$ cat src/rtl/mem_read_initiator.sv
// Valid/ready front end for a synchronous-read memory port with response FIFO.
// Define MEM_READ_INITIATOR_BYPASS_EN for 1-cycle latency when the FIFO is empty.
module mem_read_initiator #(
  parameter int ADDR_W    = 5,
  parameter int DATA_W    = 64,
  parameter int RSP_DEPTH = 2
) (
  input  logic              clock,
  input  logic              reset,
  input  logic              req_valid,
  output logic              req_ready,
  input  logic [ADDR_W-1:0] req_addr,
  output logic              rsp_valid,
  input  logic              rsp_ready,
  output logic [DATA_W-1:0] rsp_data,
  output logic [ADDR_W-1:0] mem_raddr,
  input  logic [DATA_W-1:0] mem_rdata,
  output logic              busy
);

  localparam int CW  = $clog2(RSP_DEPTH + 1);
  localparam int CW1 = CW + 1;
  localparam int PW  = (RSP_DEPTH > 1) ? $clog2(RSP_DEPTH) : 1;

  logic [DATA_W-1:0] fifo [RSP_DEPTH];
  logic [PW-1:0]     rd_ptr;
  logic [PW-1:0]     wr_ptr;
  logic [CW-1:0]     count;
  logic              inflight;
  logic              pop;
  logic              issue;
  logic              push;
  logic              fifo_pop;
  logic              bypass;
  logic [CW1-1:0]    credit;

  function automatic logic [PW-1:0] nxt(input logic [PW-1:0] p);
    return (p == PW'(RSP_DEPTH - 1)) ? '0 : p + 1'b1;
  endfunction

`ifdef MEM_READ_INITIATOR_BYPASS_EN
  assign bypass   = inflight && (count == '0);
  assign rsp_data = bypass ? mem_rdata : fifo[rd_ptr];
`else
  assign bypass   = 1'b0;
  assign rsp_data = fifo[rd_ptr];
`endif

  assign mem_raddr = req_addr;
  assign rsp_valid = (count != '0) || bypass;
  assign pop       = rsp_valid && rsp_ready;
  assign fifo_pop  = pop && !bypass;
  assign push      = inflight && !(bypass && pop);

  // Credits cover both stored and in-flight data, net of this cycle's pop.
  assign credit    = CW1'(count) + CW1'(inflight) - CW1'(pop);
  assign req_ready = credit < CW1'(RSP_DEPTH);
  assign issue     = req_valid && req_ready;
  assign busy      = inflight || (count != '0);

  always_ff @(posedge clock or negedge reset) begin
    if (!reset) begin
      inflight <= 1'b0;
      rd_ptr   <= '0;
      wr_ptr   <= '0;
      count    <= '0;
      for (int i = 0; i < RSP_DEPTH; i++) fifo[i] <= '0;
    end else begin
      inflight <= issue;
      if (push) begin
        fifo[wr_ptr] <= mem_rdata;
        wr_ptr       <= nxt(wr_ptr);
      end
      if (fifo_pop) rd_ptr <= nxt(rd_ptr);
      unique case ({push, fifo_pop})
        2'b10:   count <= count + 1'b1;
        2'b01:   count <= count - 1'b1;
        default: ;
      endcase
    end
  end

  a_count_max: assert property (
    @(posedge clock) disable iff (!reset) count <= CW'(RSP_DEPTH));

  a_push_full: assert property (
    @(posedge clock) disable iff (!reset)
    !(push && count == CW'(RSP_DEPTH)));

endmodule

$ cat config.mk
export PLATFORM = sky130hd
export DESIGN_NAME = mem_read_initiator
export DESIGN_NICKNAME = d
export VERILOG_FILES = /design/src/rtl/mem_read_initiator.sv
export SDC_FILE = /design/constraint.sdc
export NUM_CORES = 1
export LEC_CHECK = 0
export CAP_MARGIN = 20
export CORE_MARGIN = 3
export CORE_UTILIZATION = 35
export DETAILED_ROUTE_END_ITERATION = 16
export PLACE_DENSITY = 0.61
export SLEW_MARGIN = 20
export SYNTH_ARGS = -nofsm -noshare
export SYNTH_HDL_FRONTEND = slang
export SYNTH_SLANG_ARGS = --single-unit
$ cat constraint.sdc
create_clock -name clock -period 2.5 [get_ports clock]
set_clock_uncertainty 0.05 [all_clocks]
set_input_delay 0.25 -clock clock [delete_from_list [all_inputs] [get_ports clock]]
set_output_delay 0.25 -clock clock [all_outputs]
set_load 0.03 [all_outputs]
==> impl_summary.txt <==
----------------------------------------------------
[Setup path]
  Setup crit end kind ... output pin
  Crit Path Category ... reg -> out
  Reg-to-reg critical path startpoint ... count[1]
  Setup crit start kind ... flip-flop
  Largest driver fanout on the critical path ... 22
  Required arrival time at the worst endpoint ... between 2 and 2.5 ns
  Data arrival, critical path ... ~2.1 ns
  Worst setup path startpoint ... rd_ptr

[Route]
  Per-cell routed wire length ... 17.7 um
  Violation count after the first detailed-route iteration ... 79
  Antenna viol nets, final ... 0
  Total vias in the final route ... between 3000 and 4000
  Final Routed Wirelength ... approximately 13000 um
  Via density ... 4.72
  DR DRC count ... 0
  First-pass detailed-route iteration total ... 3

[Yosys]
  Top cell type's share of synthesized area ... between 50% and 60%
  Dominant cell type by area after synthesis ... dfrtp_1
  Count of yosys warnings during synthesis ... 0
  Post-Synthesis Cells ... between 300 and 400
  Library cell with the highest instance count after synthesis ... dfrtp_1
  Average cell area after synthesis ... around 16 um2
  Asr flop ratio synth ... 100%
  Post-synthesis sequential area ratio ... ~54%
  Area of the mapped netlist ... 6200 um2
  Most frequently used flop master after synthesis ... dfrtp_1
  Distinct cell type count of the synthesized netlist ... 25
  Flip-flop and latch count after synthesis ... 133
  Most area-consuming cells after synthesis ... dfrtp_1, mux2_2, mux2_4
  Number of nets in the synthesized netlist ... about 450
  Synth cell count leaders ... dfrtp_1, mux2_2, mux2_4, mux2_1
  Number of enable flip-flop cells after synthesis ... 0

[Clock network]
  Clock Sinks ... 133
  TritonCTS clock tree ... built
  Cell chosen for the clock root ... clkbuf_16
  Total CTS buffers ... 17
  Reg clk slew, reported paths ... 0.06 ns
  Number of buffers on the longest clock path ... 2
  Clock insertion delay at the later pin of the skew report ... a little over 0.4 ns
  H-Tree Depth ... 4

[Timing]
  Final Slew Violations ... 0
  RSZ-0062 raised after global routing ... false
  Maximum achievable frequency ... 413 MHz
  Minimum clock period ... 2.42 ns
  Final number of setup-violating endpoints ... 0
  Slew HR ... between 60% and 70%
  Total negative setup slack ... 0 ns
  Hold Slack ... about 0.35 ns
  Transition time at the pin with the least slew margin ... ~0.47 ns
  Share of the cycle needed by the critical path after routing ... 96.8%
  Final count of hold timing violations ... 0

[Cells and area]
  Final Net Count ... around 590
  Layout-stage area growth over the synthesis result ... 33.9%
  Storage cell area ... between 3000 and 4000 um2
  Diodes inserted ... 0
  Final design area excluding fillers ... between 8000 and 9000 um2
  Area used by multi-input combinational logic ... around 2600 um2
  Layout cells sized above 1 ... 44.6%
  Fill cell total of the finished layout ... about 1500

[Power]
  Pwr/cell area ... roughly 1600 nW/um2
  Max IR drop VDD ... just over 1000 uV
  Power after layout ... 0.0131 W
  Total leakage power ... about 3.5 nW

[Floorplanning]
  Floorplan die area ... roughly 19000 um2
  Rows ... 48
  Die W ... approximately 140 um
  Placeable core area ... about 17000 um2
  IO Count ... 145
  Initial Util ... 35.8%
  Die Y-Extent ... 139 um

[Place]
  Routability Congestion ... between 0.6 and 0.7
  Area of placed instances ... around 7700 um2
  Number of buffers added on ports ... approximately 130
  Half-perimeter wire length after detailed placement ... between 8000 and 9000 um

[Global route]
  Global-route wire length before repair ... approximately 22000 um
  Vias in the first global route ... between 4000 and 5000
  Maximum number of pins on one net before global-route repair ... 74
  Total GRT Usage ... 14.6%
  Overflow left after global routing ... 0
  Antenna violations before repair ... 0

[Job]
  Max-cap violations ... 0

[Min path]
  Hold/Removal Path Class ... in -> async

[Run status]
  Result of the run ... finished, final reports clean

----------------------------------------------------
==> cells by family after synthesis <==
kind of cell,after synthesis,synth area share [%]
flip-flops,133,53.7
AND/OR/NAND/NOR,12,1.29
adder cells (fa/ha/maj),2,0.525
AO/OA/AOI/OAI,4,0.404
buffers and inverters,28,4.83
multiplexers,192,38.5
XOR/XNOR,5,0.707
==> flip-flops by register name, summed over array words and instances, names as in the netlist <==
register and count:
fifo 128, count 2, inflight 1, rd_ptr 1, wr_ptr 1
==> final timing paths <==
path,to,cells after the start,slack [ns]
worst max-delay path,rsp_data[22],3,0.08
worst min-delay path,fifo[87],3,0.35
worst max register to register,inflight,6,0.76
worst min register to register,fifo[63],1,0.44
max in group asynchronous,inflight,3,1.66
min in group clock,inflight,2,0.39
==> placed cells by master, fill, tap and decap left out, types with 2 or more instances in the layout <==
cell type,netlist,layout
clkdlybuf4s50_1,0,132
dfrtp_1,133,130
mux2_2,120,120
mux2_4,60,60
clkbuf_16,0,17
mux2_1,12,12
buf_12,7,6
buf_4,5,5
clkinv_2,0,3
dfrtp_2,0,3
or2_2,2,2
nor2_1,2,2
inv_1,2,2
o21ai_0,2,2
xor2_1,3,2
clkbuf_8,0,2
clkbuf_1,0,2
clkinv_4,0,2
bufinv_16,0,2
inv_6,0,2
clkinvlp_4,0,2
==> stage by stage <==
step / util [%] / instances / worst slack, ns
2_1_floorplan: - / 376 / 0.321
4_1_cts: 47.9 / 752 / 0.0421
5_1_grt: 48.0 / 752 / 0.00113
3_3_place_gp: 44.3 / 717 / 0.268
3_5_place_dp: 44.3 / 717 / 0.158
6_report: 48.0 / 752 / 0.0792
==> where the power goes <==
| part | leakage [nW] | internal, W | switching, W | total [W] |
|---|---|---|---|---|
| Combinational | 1.66 | 0.00361 | 0.00323 | 0.00684 |
| Clock | 0.284 | 0.00152 | 0.000939 | 0.00246 |
| Sequential | 1.57 | 0.00326 | 0.000550 | 0.00381 |
| Total | 3.51 | 0.00839 | 0.00472 | 0.0131 |
==> area by class of cell <==
type                            instances  share of cell area (%)
Clock buffer                           21                    5.55
Inverter                                2                  0.0905
Clock inverter                         11                    1.51
Sequential cell                       133                    40.2
Tap cell                              225                    3.39
Timing Repair Buffer                  145                    18.1
Multi-Input combinational cell        215                    31.2
==> routing by layer <==
metal	GRT usage [%]	vias up	wire length (um)
met5	0	-	0
met4	4.02	0	111
met3	5.10	8	726
met2	23.9	90	6480
met1	18.6	1839	6020
li1	-	1612	-
==> worst max-delay path, cell delays in order, from the launching register on <==
cell and delay (ns):
dfrtp_2 0.38, buf_4 0.31, mux2_2 0.37, clkdlybuf4s50_1 0.63
==> timing repair <==
action | in CTS | in global routing
cloned | 0 | 0
setup buffers | 2 | 0
pin swaps | 2 | 1
hold buffers | 1 | 0
hold endpoints to repair | 133 | 0
gates resized for setup | 6 | 2
setup endpoints to repair | 1 | 1
Note: power is estimated with default switching activity, not from simulation.
